===== src/rtl/pipe_hazard_ctrl_if.sv =====
// Hazard-control bundle between the pipeline datapath and the
// stall/flush sequencer.
interface pipe_hazard_ctrl_if;
    logic        i_busy;
    logic        i_data_ok;
    logic        d_busy;
    logic        md_busy;
    logic        e_is_load;
    logic [4:0]  e_dst;
    logic [4:0]  d_rs;
    logic [4:0]  d_rt;
    logic        d_use_rs;
    logic        d_use_rt;
    logic        d_valid;
    logic        br_taken;
    logic [31:0] br_target;
    logic        exc_valid;
    logic [31:0] exc_vector;
    logic        en_pc;
    logic        en_fd;
    logic        en_de;
    logic        en_em;
    logic        en_mw;
    logic        flush_fd;
    logic        flush_de;
    logic        flush_em;
    logic        flush_mw;
    logic        redirect_valid;
    logic [31:0] redirect_pc;
    logic        drop_fetch;

    modport master (
        output i_busy, i_data_ok, d_busy, md_busy,
        output e_is_load, e_dst, d_rs, d_rt,
        output d_use_rs, d_use_rt, d_valid,
        output br_taken, br_target, exc_valid, exc_vector,
        input  en_pc, en_fd, en_de, en_em, en_mw,
        input  flush_fd, flush_de, flush_em, flush_mw,
        input  redirect_valid, redirect_pc, drop_fetch
    );

    modport slave (
        input  i_busy, i_data_ok, d_busy, md_busy,
        input  e_is_load, e_dst, d_rs, d_rt,
        input  d_use_rs, d_use_rt, d_valid,
        input  br_taken, br_target, exc_valid, exc_vector,
        output en_pc, en_fd, en_de, en_em, en_mw,
        output flush_fd, flush_de, flush_em, flush_mw,
        output redirect_valid, redirect_pc, drop_fetch
    );
endinterface


===== src/rtl/pipe_hazard_ctrl.sv =====
// Stall/flush sequencer for the 5-stage core: stalls, branch
// delay-slot redirects and exceptions with stale-fetch dropping.
module pipe_hazard_ctrl #(
    parameter logic [31:0] RESET_PC = 32'hBFC0_0000
) (
    input logic clk,
    input logic resetn,
    pipe_hazard_ctrl_if.slave hz
);
    typedef enum logic [1:0] {
        IDLE,
        WAIT_DS,
        WAIT_DROP,
        ISSUE
    } state_e;

    state_e      state_q, state_d;
    logic [31:0] tgt_q, tgt_d;
    logic        fetch_stall;
    logic        load_use;
    logic        rs_hit;
    logic        rt_hit;

    assign fetch_stall = hz.i_busy & ~hz.i_data_ok;
    assign rs_hit = hz.d_use_rs & (hz.d_rs == hz.e_dst);
    assign rt_hit = hz.d_use_rt & (hz.d_rt == hz.e_dst);
    assign load_use = hz.e_is_load & (hz.e_dst != 5'd0)
                    & (rs_hit | rt_hit);

    always_comb begin
        hz.en_pc          = 1'b1;
        hz.en_fd          = 1'b1;
        hz.en_de          = 1'b1;
        hz.en_em          = 1'b1;
        hz.en_mw          = 1'b1;
        hz.flush_fd       = 1'b0;
        hz.flush_de       = 1'b0;
        hz.flush_em       = 1'b0;
        hz.flush_mw       = 1'b0;
        hz.redirect_valid = 1'b0;
        hz.redirect_pc    = tgt_q;
        hz.drop_fetch     = 1'b0;
        state_d           = state_q;
        tgt_d             = tgt_q;

        priority case (1'b1)
            hz.d_busy: begin
                hz.en_pc    = 1'b0;
                hz.en_fd    = 1'b0;
                hz.en_de    = 1'b0;
                hz.en_em    = 1'b0;
                hz.flush_mw = 1'b1;
            end
            hz.md_busy: begin
                hz.en_pc    = 1'b0;
                hz.en_fd    = 1'b0;
                hz.en_de    = 1'b0;
                hz.flush_em = 1'b1;
            end
            load_use: begin
                hz.en_pc    = 1'b0;
                hz.en_fd    = 1'b0;
                hz.flush_de = 1'b1;
            end
            fetch_stall: begin
                hz.en_pc    = 1'b0;
                hz.flush_fd = 1'b1;
            end
            default: ;
        endcase

        // No sequential fetch may slip past a pending redirect.
        if (state_q == WAIT_DS || state_q == WAIT_DROP)
            hz.en_pc = 1'b0;

        if (hz.exc_valid) begin
            hz.flush_fd = 1'b1;
            hz.flush_de = 1'b1;
            hz.flush_em = 1'b1;
            hz.flush_mw = 1'b1;
            tgt_d       = hz.exc_vector;
        end

        unique case (state_q)
            IDLE: begin
                if (hz.exc_valid) begin
                    if (fetch_stall) begin
                        state_d = WAIT_DROP;
                    end else begin
                        hz.redirect_valid = 1'b1;
                        hz.redirect_pc    = hz.exc_vector;
                    end
                end else if (hz.br_taken & ~hz.d_busy
                             & ~hz.md_busy) begin
                    hz.flush_fd = 1'b1;
                    tgt_d       = hz.br_target;
                    if (!hz.d_valid) begin
                        state_d = WAIT_DS;
                    end else if (fetch_stall) begin
                        state_d = WAIT_DROP;
                    end else begin
                        hz.redirect_valid = 1'b1;
                        hz.redirect_pc    = hz.br_target;
                    end
                end
            end
            WAIT_DS: begin
                // An exception squashes the delay slot: its
                // response becomes a stale one to drop.
                if (hz.i_data_ok) begin
                    if (hz.exc_valid) begin
                        hz.drop_fetch = 1'b1;
                        hz.flush_fd   = 1'b1;
                    end
                    state_d = ISSUE;
                end else if (hz.exc_valid) begin
                    state_d = WAIT_DROP;
                end
            end
            WAIT_DROP: begin
                if (hz.i_data_ok) begin
                    hz.drop_fetch = 1'b1;
                    hz.flush_fd   = 1'b1;
                    state_d       = ISSUE;
                end
            end
            ISSUE: begin
                hz.redirect_valid = 1'b1;
                if (hz.i_busy)
                    state_d = WAIT_DROP;
                else if (hz.exc_valid)
                    state_d = ISSUE;
                else
                    state_d = IDLE;
            end
            default: state_d = IDLE;
        endcase
    end

    always_ff @(posedge clk) begin
        if (!resetn) begin
            state_q <= IDLE;
            tgt_q   <= RESET_PC;
        end else begin
            state_q <= state_d;
            tgt_q   <= tgt_d;
        end
    end
endmodule

===== src/flat_wrapper.sv =====
// flat-port wrapper written by rule: the top's interface ports become plain ports
module pipe_hazard_ctrl_flat 
#(
    parameter logic [31:0] RESET_PC = 32'hBFC0_0000
)
  (clk, resetn, hz_i_busy, hz_i_data_ok, hz_d_busy, hz_md_busy, hz_e_is_load, hz_e_dst, hz_d_rs, hz_d_rt, hz_d_use_rs, hz_d_use_rt, hz_d_valid, hz_br_taken, hz_br_target, hz_exc_valid, hz_exc_vector, hz_en_pc, hz_en_fd, hz_en_de, hz_en_em, hz_en_mw, hz_flush_fd, hz_flush_de, hz_flush_em, hz_flush_mw, hz_redirect_valid, hz_redirect_pc, hz_drop_fetch);
  pipe_hazard_ctrl_if hz_i ();
  input logic clk;
  input logic resetn;
  input wire logic [$bits(hz_i.i_busy)-1:0] hz_i_busy;
  input wire logic [$bits(hz_i.i_data_ok)-1:0] hz_i_data_ok;
  input wire logic [$bits(hz_i.d_busy)-1:0] hz_d_busy;
  input wire logic [$bits(hz_i.md_busy)-1:0] hz_md_busy;
  input wire logic [$bits(hz_i.e_is_load)-1:0] hz_e_is_load;
  input wire logic [$bits(hz_i.e_dst)-1:0] hz_e_dst;
  input wire logic [$bits(hz_i.d_rs)-1:0] hz_d_rs;
  input wire logic [$bits(hz_i.d_rt)-1:0] hz_d_rt;
  input wire logic [$bits(hz_i.d_use_rs)-1:0] hz_d_use_rs;
  input wire logic [$bits(hz_i.d_use_rt)-1:0] hz_d_use_rt;
  input wire logic [$bits(hz_i.d_valid)-1:0] hz_d_valid;
  input wire logic [$bits(hz_i.br_taken)-1:0] hz_br_taken;
  input wire logic [$bits(hz_i.br_target)-1:0] hz_br_target;
  input wire logic [$bits(hz_i.exc_valid)-1:0] hz_exc_valid;
  input wire logic [$bits(hz_i.exc_vector)-1:0] hz_exc_vector;
  output wire logic [$bits(hz_i.en_pc)-1:0] hz_en_pc;
  output wire logic [$bits(hz_i.en_fd)-1:0] hz_en_fd;
  output wire logic [$bits(hz_i.en_de)-1:0] hz_en_de;
  output wire logic [$bits(hz_i.en_em)-1:0] hz_en_em;
  output wire logic [$bits(hz_i.en_mw)-1:0] hz_en_mw;
  output wire logic [$bits(hz_i.flush_fd)-1:0] hz_flush_fd;
  output wire logic [$bits(hz_i.flush_de)-1:0] hz_flush_de;
  output wire logic [$bits(hz_i.flush_em)-1:0] hz_flush_em;
  output wire logic [$bits(hz_i.flush_mw)-1:0] hz_flush_mw;
  output wire logic [$bits(hz_i.redirect_valid)-1:0] hz_redirect_valid;
  output wire logic [$bits(hz_i.redirect_pc)-1:0] hz_redirect_pc;
  output wire logic [$bits(hz_i.drop_fetch)-1:0] hz_drop_fetch;
  assign hz_i.i_busy = hz_i_busy;
  assign hz_i.i_data_ok = hz_i_data_ok;
  assign hz_i.d_busy = hz_d_busy;
  assign hz_i.md_busy = hz_md_busy;
  assign hz_i.e_is_load = hz_e_is_load;
  assign hz_i.e_dst = hz_e_dst;
  assign hz_i.d_rs = hz_d_rs;
  assign hz_i.d_rt = hz_d_rt;
  assign hz_i.d_use_rs = hz_d_use_rs;
  assign hz_i.d_use_rt = hz_d_use_rt;
  assign hz_i.d_valid = hz_d_valid;
  assign hz_i.br_taken = hz_br_taken;
  assign hz_i.br_target = hz_br_target;
  assign hz_i.exc_valid = hz_exc_valid;
  assign hz_i.exc_vector = hz_exc_vector;
  assign hz_en_pc = hz_i.en_pc;
  assign hz_en_fd = hz_i.en_fd;
  assign hz_en_de = hz_i.en_de;
  assign hz_en_em = hz_i.en_em;
  assign hz_en_mw = hz_i.en_mw;
  assign hz_flush_fd = hz_i.flush_fd;
  assign hz_flush_de = hz_i.flush_de;
  assign hz_flush_em = hz_i.flush_em;
  assign hz_flush_mw = hz_i.flush_mw;
  assign hz_redirect_valid = hz_i.redirect_valid;
  assign hz_redirect_pc = hz_i.redirect_pc;
  assign hz_drop_fetch = hz_i.drop_fetch;
  pipe_hazard_ctrl #(.RESET_PC(RESET_PC)) u_core (.clk(clk), .resetn(resetn), .hz(hz_i));
endmodule

===== config.mk =====
export PLATFORM = sky130hd
export DESIGN_NAME = pipe_hazard_ctrl_flat
export DESIGN_NICKNAME = d
export VERILOG_FILES = /design/src/rtl/pipe_hazard_ctrl_if.sv /design/src/rtl/pipe_hazard_ctrl.sv /design/src/flat_wrapper.sv
export SDC_FILE = /design/constraint.sdc
export NUM_CORES = 1
export LEC_CHECK = 0
export BUFFER_PORTS_ARGS = -buffer_cell sky130_fd_sc_hd__buf_2
export CELL_PAD_IN_SITES_DETAIL_PLACEMENT = 1
export CELL_PAD_IN_SITES_GLOBAL_PLACEMENT = 1
export CORE_ASPECT_RATIO = 1.4
export CORE_MARGIN = 2
export CORE_UTILIZATION = 30
export CTS_CLUSTER_SIZE = 20
export DETAILED_ROUTE_END_ITERATION = 6
export PLACE_DENSITY_LB_ADDON = 0.1
export SYNTH_ARGS = -nofsm -noshare
export SYNTH_HDL_FRONTEND = slang
export SYNTH_SLANG_ARGS = --single-unit

===== constraint.sdc =====
create_clock -name clk -period 1.8 [get_ports clk]
set_clock_uncertainty 0.2 [all_clocks]
set_input_delay 0.36 -clock clk [delete_from_list [all_inputs] [get_ports clk]]
set_output_delay 0.36 -clock clk [all_outputs]
set_load 0.01 [all_outputs]

---- Word level (Yosys, flattened, before mapping) ----
Cells that the tools add are included.
word-level totals
  logic and storage cells ................. 84
  memory bits (read-only) ................. 0
  bits in latches ......................... 0
  memory bits (writable) .................. 0
  bits in registers ....................... 34
  memories ................................ 0
cells by class
  eq/ne operators ......................... 8
  order comparisons ....................... 0
  mux-type cells .......................... 59
  shift-type cells ........................ 0
  $add $sub $neg .......................... 0
  div/mod/pow operators ................... 0
  $mul .................................... 0
  bitwise gates (word level) .............. 11
  reductions and logical operators ........ 4
operators with widths
  kind                                           count
  2-to-1 mux 32 bit                              10
  2-to-1 mux 1 bit                               36
  2-to-1 mux 2 bit                               9
  == test 5 bit                                  2
  one-hot mux 2 bit (4 select lines)             1
  AND 1 bit                                      7
  nonzero test 5 bit                             1
  == test 2 bit, second input constant           2
  one-hot mux 1 bit (2 select lines)             2
  != test 3 x 2 -> 1 bit, second input constant  1
  != test 3 bit, second input constant           1
  NOT 1 bit                                      3
  one-hot mux 1 bit (3 select lines)             1
  AND reduction 3 bit                            1
  == test 2 x 1 -> 1 bit, second input constant  1
  logical NOT 2 bit                              1
  != test 2 bit, second input constant           1
  logical OR 1 bit                               1
  bitwise OR 1 bit                               1

---- Logic depth before layout (Yosys ltp) ----
Gate-level depths: netlist (run 1).
  depth in word-level cells ............... 11
  depth in mapped cells ................... 9
  mapped depth without buffers ............ 6

---- Least setup slack after synthesis (run 1) ----
No wires, ideal clock.
  kind .................................... reg2out
  start point ............................. register u_core.state_q[0]
  end point ............................... output hz_redirect_pc[10]
  arrival time ............................ 1,514 ps
  cell stages (with the launch flop) ...... 8
  path slack .............................. -274 ps
  path buffers ............................ 1
  path through ............................ dfxtp_1 inv_1 ha_1 inv_2 nor3_2 clkbuf_1 a22oi_1 o21ai_1
between the ends
  cells in the longest elaborated chain, start to end .. 2
RTL lines
  what                    line                     text
  from (decl)             pipe_hazard_ctrl.sv:17   state_e state_q, state_d;
  from (signal assigned)  pipe_hazard_ctrl.sv:145  state_q <= state_d;
  logical NOT 2 bit       pipe_hazard_ctrl.sv:84   unique case (state_q)
  2-to-1 mux 32 bit       pipe_hazard_ctrl.sv:84
  to (decl)               flat_wrapper.sv:35       output wire logic [$bits(hz_i.redirect_pc)-1:0] hz_redirect_pc;
Every way passes these cells.

---- Worst setup path in the final report (run 1) ----
  start point ............................. register u_core.state_q[1]
  end point ............................... output hz_redirect_pc[21]
Same word-level chain as after synthesis.

==> impl_metrics.py, run 1 <==
metrics = {
    "logic_synthesis": {
        "avgSynthCellArea_um2": 8.11,
        "synth_flop_cell": "dfxtp_1",
        "synth_seq_area_share": 0.243,
        "synth-seq-cells": 34,
        "synth_area_leader_cell": "dfxtp_1",
        "yosysUniqueCellTypes": 44,
        "yosysWarnings": 0,
        "synth_fp_nets": 440,
        "syn_area_um2": 2800,
        "synth_top_cell_area_share": 0.243,
        "synthCells": 345,
        "synth.area.top_cells": "dfxtp_1, a22oi_1, nand2_1, a311oi_2, o21ai_1",
        "synth_edf_count": 0,
        "async_flop_share": 0,
    },
    "sta": {
        "fin_crit_ns": 2.37,
        "setup_ws_ns": -0.573,
        "worstMarginPinSlew_ns": 0.505,
        "setup_viol": 72,
        "timing.hold.ws_ns": 0.105,
        "fin_tns_setup_ns": -30.07,
        "slew_headroom": 0.661,
        "timing.final.crit_share": 1.32,
        "rsz0062_at_grt": "yes",
        "max_freq_ghz": 0.421,
        "drv_slew": 0,
        "final-hold-violation-count": 0,
    },
    "clock_network": {
        "cts_tree": "built",
        "cts.sinks": 34,
        "clk_path_buf_depth": 2,
        "htreeDepth": 2,
        "insertion_delay_ns": 0.29,
        "root_buffer": "clkbuf_16",
        "numCtsBuffers": 5,
        "clk_pin_slew_worst_paths_ns": 0.06,
    },
    "critical_path": {
        "path_class": "flip-flop to output pin",
        "cp_cell_sequence": "inv_2 -> ha_4 -> inv_8 -> buf_12 -> nor3_4 -> buf_6 -> clkbuf_16 -> a22oi_2 -> o21ai_1 -> buf_2",
        "worstPathArrival_ns": 1.81,
        "endpoint_kind": "output pin",
        "critPathMaxFanout": 6,
        "cpPeakStageDelay_ns": 0.32,
        "startpoint_type": "flip-flop",
        "cp.required_ns": 1.24,
        "crit_path_top_delay_cell": "dfxtp_2",
    },
    "finish": {
        "num_antenna_cells": 0,
        "area_growth_pct": 71.3,
        "final_common_cell": "buf_2",
        "fin_nets": 612,
        "mostFrequentLayoutCells": "buf_2, nand2_1, buf_4",
        "finish.utilization": 0.531,
        "drive_above_1_share": 0.604,
    },
    "detailed_routing": {
        "drt-met1-wl_um": 4850,
        "dr_wl_met2_um": 6640,
        "finalWirelength_um": 12200,
        "drcViolationCount": 0,
        "route.met3.wl_um": 545,
        "vias": 3496,
        "routed.top_layer": "met4",
        "via_per_inst": 5.59,
        "drt_iter0_drc": 133,
        "drt-pass1-iter-count": 4,
        "final_antenna_net_count": 0,
        "wl_per_cell_um": 19.5,
    },
    "global_routing": {
        "grt_pass1_vias": 3761,
        "grt_antenna_before_repair": 0,
        "grt_pass1_wl_um": 18900,
        "grt_overflow": 0,
        "grt_use_total": 0.231,
        "grt_max_degree": 38,
    },
    "placement": {
        "gp_congestion": 0.791,
        "hpwl_um": 7870,
        "port_buffers": 132,
    },
    "outcome": {
        "violations": "setup timing",
        "status": "finished, violations left",
    },
    "die": {
        "die_x_um": 85.6,
        "dieArea_um2": 10100,
        "coreArea_um2": 9030,
        "ioPinCount": 134,
        "die-height_um": 118,
        "start_util": 0.310,
        "row_count": 41,
    },
    "power_and_ir_drop": {
        "p_per_area_nw_per_um2": 897,
        "finalPower_w": 0.00430,
        "leakagePower_nw": 2.13,
        "ir_drop_mv": 0.471,
    },
    "job": {
        "drv_cap": 0,
    },
    "worst_hold_path": {
        "holdCritPathClass": "input pin to flip-flop",
    },
}
synthesized netlist by cell type (3+ instances only):
cell	n
dfxtp_1	34
nand3_1	8
nand2_1	63
o21a_1	3
a211oi_1	4
buf_1	3
ha_1	4
a21oi_1	5
mux2_4	5
o21ai_1	23
nor2_1	20
mux2i_1	9
buf_4	5
o2bb2ai_1	9
clkbuf_1	14
inv_1	6
a22oi_1	55
mux2_1	4
o211a_1	9
xnor2_1	10
buf_2	6
a311oi_2	15
path summary, 6_finish.rpt:
check	startpoint	to	slack, ns	cells past startpoint
setup / recovery	u_core.state_q[1]	hz_redirect_pc[21]	-0.57	10
hold / removal	hz_exc_vector[23]	u_core.tgt_q[23]	0.11	3
setup reg to reg	u_core.state_q[0]	u_core.tgt_q[6]	-0.41	12
hold reg to reg	u_core.tgt_q[9]	u_core.tgt_q[9]	0.33	2
registers in the layout (all words and copies together) (netlist names):
| signal | cells |
|---|---|
| u_core.state_q | 2 |
| u_core.tgt_q | 32 |
critical path, delay by kind of cell (launching register included):
family	cells	cell delay [ns]
DFF	1	0.32
adders and majority gates	1	0.17
buffers and inverters	6	0.68
AOI/OAI and AO/OA	2	0.19
and+or+nand+nor	1	0.15
where the power goes:
group          leakage [nW]  internal, W  switching, W
Sequential            0.283     0.000823     0.0000579
Clock                0.0940     0.000797      0.000366
Combinational          1.75      0.00111       0.00114
Total                  2.13      0.00273       0.00157
layer usage:
metal | vias up | global-route usage
met3 | 12 | 0.0272
met5 | - | 0
li1 | 1649 | -
met4 | 0 | 0.0496
met2 | 112 | 0.443
met1 | 1723 | 0.266
cell families (layout without fill, tap and decap cells):
logic type                 count (synthesis)  in the layout  synth area share
buffers and inverters                     39            211            0.0711
xor gates and xnor gates                  10             10            0.0313
muxes                                     18             18            0.0751
adders and majority gates                  4              4            0.0179
AOI/OAI and AO/OA                        133            133             0.385
DFF                                       34             34             0.243
other                                      1              1           0.00134
and+or+nand+nor                          106            107             0.175
through the flow:
step / instance area (um^2) / worst slack [ns] / std cells
2_1_floorplan: 3010 / -0.176 / 345
3_3_place_gp: 4030 / -0.650 / 598
3_5_place_dp: 4030 / -0.620 / 598
4_1_cts: 4480 / -0.543 / 616
5_1_grt: 4790 / -0.664 / 625
6_report: 4790 / -0.573 / 625
final cells by class:
type,count,area [um^2]
Multi-Input combinational cell,273,2370
Clock inverter,3,68.8
Tap cell,107,134
Clock buffer,5,125
Inverter,8,37.5
Fill cell,1100,4230
Timing Repair Buffer,195,1380
Sequential cell,34,683
repair_timing:
action                                  CTS  global route
pin swaps                                13            15
gates resized for setup                  24            55
buffers inserted                          6             7
cloned                                    4             4
hold buffers                              0             0
endpoints found under the hold margin     0             0
endpoints found under the setup margin   72            72
No activity file was read; power rests on OpenSTA's default activity.
==> run 2: changes to the inputs <==
CORE_ASPECT_RATIO = default   (was 1.4)
==> impl_metrics.py, run 2 (same netlist as run 1, synthesis figures left out) <==
metrics = {
    "clock_network": {
        "insertion_delay_ns": 0.28,
        "clk_pin_slew_worst_paths_ns": 0.08,
        "cts_tree": "built",
        "cts.sinks": 34,
        "clk_path_buf_depth": 2,
        "holdBufCountCts": 0,
        "root_buffer": "clkbuf_8",
        "numCtsBuffers": 5,
        "htreeDepth": 2,
    },
    "global_routing": {
        "met2_usage": 0.387,
        "grt_pass1_vias": 3569,
        "grt_max_degree": 33,
        "grt_antenna_before_repair": 0,
        "grt_overflow": 0,
        "grt_use_total": 0.220,
        "use_met1": 0.289,
        "grt_busiest_layer": "met2",
        "met3_usage": 0.0354,
        "grt_pass1_wl_um": 18100,
    },
    "placement": {
        "port_buffers": 132,
        "place_inst": 608,
        "hpwl_um": 7940,
        "gp_congestion": 0.785,
    },
    "finish": {
        "final_common_cell": "buf_2",
        "num_antenna_cells": 0,
        "fin_nets": 615,
        "largest-register": "u_core.tgt_q",
        "area_growth_pct": 73.2,
        "top_regs": "u_core.tgt_q (32), u_core.state_q (2)",
        "mostFrequentLayoutCells": "buf_2, buf_4, nand2_1",
        "drive_above_1_share": 0.647,
        "fin_cells": 632,
        "largest_reg_flops": 32,
    },
    "detailed_routing": {
        "finalWirelength_um": 11900,
        "final_antenna_net_count": 0,
        "drt-pass1-iter-count": 4,
        "drt_iter0_drc": 92,
        "drcViolationCount": 0,
        "wl_per_cell_um": 18.8,
        "vias": 3449,
        "via_per_inst": 5.46,
    },
    "critical_path": {
        "critPathMaxFanout": 6,
        "cp_num_buf_inv": 5,
        "startpoint_type": "flip-flop",
        "worstPathArrival_ns": 1.84,
        "path_class": "flip-flop to output pin",
        "cp_cell_sequence": "inv_4 -> ha_4 -> inv_6 -> nor3_4 -> buf_6 -> buf_8 -> a22oi_2 -> o21ai_1 -> buf_2",
        "path_delay_family": "buffers and inverters",
        "endpoint_kind": "output pin",
        "cpPeakStageDelay_ns": 0.37,
        "crit_path_top_delay_cell": "dfxtp_4",
        "cp.required_ns": 1.24,
    },
    "sta": {
        "fin_crit_ns": 2.40,
        "setup_viol": 72,
        "final-hold-violation-count": 0,
        "timing.final.crit_share": 1.33,
        "max_freq_ghz": 0.417,
        "rsz0062_at_grt": "yes",
        "setup_ws_ns": -0.598,
        "timing.hold.ws_ns": 0.102,
        "drv_slew": 0,
    },
    "die": {
        "dieArea_um2": 10100,
        "start_util": 0.306,
        "row_count": 35,
        "ioPinCount": 134,
        "die-height_um": 101,
        "die_x_um": 101,
        "coreArea_um2": 9150,
    },
    "power_and_ir_drop": {
        "finalPower_w": 0.00379,
        "ir_drop_mv": 0.370,
        "leakagePower_nw": 2.18,
        "p_per_area_nw_per_um2": 782,
    },
    "job": {
        "drv_cap": 0,
    },
    "outcome": {
        "status": "finished, violations left",
        "violations": "setup timing",
    },
    "worst_hold_path": {
        "holdCritPathClass": "input pin to flip-flop",
    },
}
run 2: cell types whose count changed in the layout (fill, tap and decap cells not counted), moves of 5 or more:
cell | previous run | this run
nand2_1 | 53 | 40
nand2_4 | 5 | 14
clkbuf_16 | 8 | 2
clkbuf_8 | 0 | 6
buf_12 | 7 | 12
run 2: per-stage QoR:
step	setup TNS (ns)	instance area, um^2	setup slack, ns	utilization
final	-24.86	4850	-0.598	0.530
after global placement	-15.04	4080	-0.393	0.446
after detailed placement	-17.71	4080	-0.440	0.446
after global routing	-30.61	4850	-0.668	0.530
after CTS	-22.67	4520	-0.528	0.494
after floorplan	-3.87	3010	-0.176	-
run 2: timing repair:
action	CTS	global route
cloned	4	3
pin swaps	12	45
endpoints found under the setup margin	69	72
buffers inserted	7	10
gates resized for setup	44	76
run 2: power by group:
part / internal (W) / switching (W)
sequential: 0.000825 / 0.0000679
combinational: 0.00113 / 0.00117
clock: 0.000309 / 0.000289
run 2: worst min-delay path: stages:
cell,delay [ns]
buf_2,0.09
mux2i_1,0.06
nand2_1,0.05
run 2: path summary, 6_finish.rpt:
kind / startpoint / slack [ns] / end / depth (start not counted)
max: u_core.state_q[0] / -0.60 / hz_redirect_pc[7] / 9
min: hz_exc_vector[26] / 0.10 / u_core.tgt_q[26] / 3
max reg2reg: u_core.state_q[0] / -0.36 / u_core.tgt_q[29] / 10
min reg2reg: u_core.tgt_q[10] / 0.33 / u_core.tgt_q[10] / 2
run 2: final cells by class:
class	count	area, um^2
fillers	1075	4310
multi-input cells	272	2490
repair buffers	199	1410
flip-flops and latches	34	686
well taps	111	139
clock buffers	7	86.3
inverters	8	37.5
clock inverters	1	5.00
run 2: routing by layer:
layer,up-vias,routed length [um],share of wire
met1,1707,5340,0.45
li1,1646,-,-
met2,90,5980,0.50
met3,6,500,0.042
met5,-,0,0
met4,0,85,0.0071
==> run 3: changes to the inputs <==
PLACE_DENSITY = 0.82   (was default)
PLACE_DENSITY_LB_ADDON = default   (was 0.1)
==> impl_metrics.py, run 3 (same netlist as run 1, synthesis figures left out) <==
metrics = {
    "global_routing": {
        "met2_usage": 0.428,
        "grt_use_total": 0.228,
        "grt_antenna_before_repair": 0,
        "grt_max_degree": 32,
        "grt_busiest_layer": "met2",
        "use_met1": 0.269,
        "grt_pass1_wl_um": 18500,
        "grt_pass1_vias": 3690,
        "met3_usage": 0.0402,
        "grt_overflow": 0,
    },
    "sta": {
        "fin_crit_ns": 2.43,
        "setup_ws_ns": -0.629,
        "fin_tns_setup_ns": -29.54,
        "timing.final.crit_share": 1.35,
        "max_freq_ghz": 0.412,
        "final-hold-violation-count": 0,
        "rsz0062_at_grt": "yes",
        "drv_slew": 0,
        "setup_viol": 72,
    },
    "finish": {
        "final_common_cell": "buf_2",
        "finish.utilization": 0.522,
        "fin_nets": 616,
        "drive_above_1_share": 0.632,
        "top_regs": "u_core.tgt_q (32), u_core.state_q (2)",
        "largest_reg_flops": 32,
        "area_growth_pct": 70.7,
        "num_antenna_cells": 0,
        "fin_cells": 633,
        "largest-register": "u_core.tgt_q",
        "mostFrequentLayoutCells": "buf_2, nand2_1, buf_4",
    },
    "critical_path": {
        "r2r_cells": 10,
        "endpoint_kind": "output pin",
        "path_class": "flip-flop to output pin",
        "worstPathArrival_ns": 1.87,
        "cp.required_ns": 1.24,
        "reg2reg_from": "u_core.state_q[1]",
        "critPathMaxFanout": 6,
        "startpoint_type": "flip-flop",
        "reg2reg_setup_slack_ns": -0.38,
        "timing.rr.end": "u_core.tgt_q[22]",
    },
    "power_and_ir_drop": {
        "leakagePower_nw": 2.12,
        "p_per_area_nw_per_um2": 800,
        "ir_drop_mv": 0.318,
    },
    "die": {
        "dieArea_um2": 10100,
        "die_x_um": 101,
        "row_count": 35,
        "die-height_um": 101,
        "start_util": 0.306,
        "coreArea_um2": 9150,
        "ioPinCount": 134,
    },
    "placement": {
        "pre_cts_slack_ns": -0.726,
        "place_inst": 605,
        "hpwl_um": 8270,
        "gp_congestion": 0.824,
        "port_buffers": 132,
    },
    "detailed_routing": {
        "vias": 3504,
        "drt_iter0_drc": 99,
        "via_per_inst": 5.54,
        "wl_per_cell_um": 19.1,
        "finalWirelength_um": 12100,
        "drcViolationCount": 0,
        "final_antenna_net_count": 0,
        "drt-pass1-iter-count": 4,
    },
    "outcome": {
        "status": "finished, violations left",
        "violations": "setup timing",
    },
    "worst_hold_path": {
        "whs_endpoint": "u_core.tgt_q[27]",
        "holdPathStages": 3,
        "hold_path.startpoint": "hz_exc_vector[27]",
        "holdCritPathClass": "input pin to flip-flop",
    },
    "clock_network": {
        "cts_tree": "built",
        "insertion_delay_ns": 0.28,
        "numCtsBuffers": 5,
        "root_buffer": "clkbuf_8",
        "htreeDepth": 2,
        "holdBufCountCts": 0,
        "cts.sinks": 34,
        "clk_path_buf_depth": 2,
        "clk_pin_slew_worst_paths_ns": 0.08,
    },
    "job": {
        "drv_cap": 0,
    },
}
==> run 3: routing by layer <==
layer	part of all wire	vias to the layer above
met2	0.53	125
met1	0.40	1699
met5	0	-
li1	-	1660
met4	0.018	0
met3	0.053	20
==> run 3: critical path, stage by stage (launching register included) <==
cell and delay (ns):
dfxtp_2 0.33, inv_2 0.07, ha_4 0.16, inv_6 0.04, buf_12 0.12, nor3_4 0.16, buf_6 0.16, buf_12 0.13
a22oi_2 0.05, o21ai_1 0.19, buf_2 0.17
==> run 3: metrics by stage <==
step / power (W) / cell area (um^2) / hold slack, ns
after floorplan: 0.00197 / 3010 / 0.285
after global placement: 0.00261 / 4020 / 0.310
after detailed placement: 0.00268 / 4020 / 0.326
after CTS: 0.00359 / 4420 / 0.0974
after global routing: 0.00404 / 4780 / 0.0914
final: 0.00382 / 4780 / 0.0989
==> run 3: how the worst max path moves through the flow <==
stage | from | end | slack, ns | depth (start not counted)
after global placement | hz_i_busy | hz_redirect_pc[1] | -0.66 | 6
after CTS | u_core.state_q[1] | hz_redirect_pc[20] | -0.60 | 10
final | u_core.state_q[1] | hz_redirect_pc[20] | -0.63 | 10
after global routing | u_core.state_q[1] | hz_redirect_pc[20] | -0.68 | 10
after detailed placement | hz_i_busy | hz_redirect_pc[1] | -0.73 | 6
after floorplan | hz_e_dst[1] | hz_flush_fd | -0.18 | 4
==> run 3: area by class of cell <==
type / instances / area (um^2)
Clock buffer: 6 / 82.6
Clock inverter: 2 / 12.5
Multi-Input combinational cell: 273 / 2450
Tap cell: 111 / 139
Timing Repair Buffer: 199 / 1380
Fill cell: 1069 / 4370
Inverter: 8 / 35.0
Sequential cell: 34 / 683
==> run 3: report_power, final <==
part,total [W],internal [W],switching [W]
sequential,0.000882,0.000822,0.0000602
combinational,0.00232,0.00114,0.00118
clock,0.000622,0.000308,0.000314
total,0.00382,0.00227,0.00155
==> run 3: what timing repair did <==
item / 4_1_cts / 5_1_grt
gates resized for setup: 33 / 64
cloned: 3 / 2
setup buffers: 12 / 5
pin swaps: 18 / 27
endpoints found under the setup margin: 71 / 72
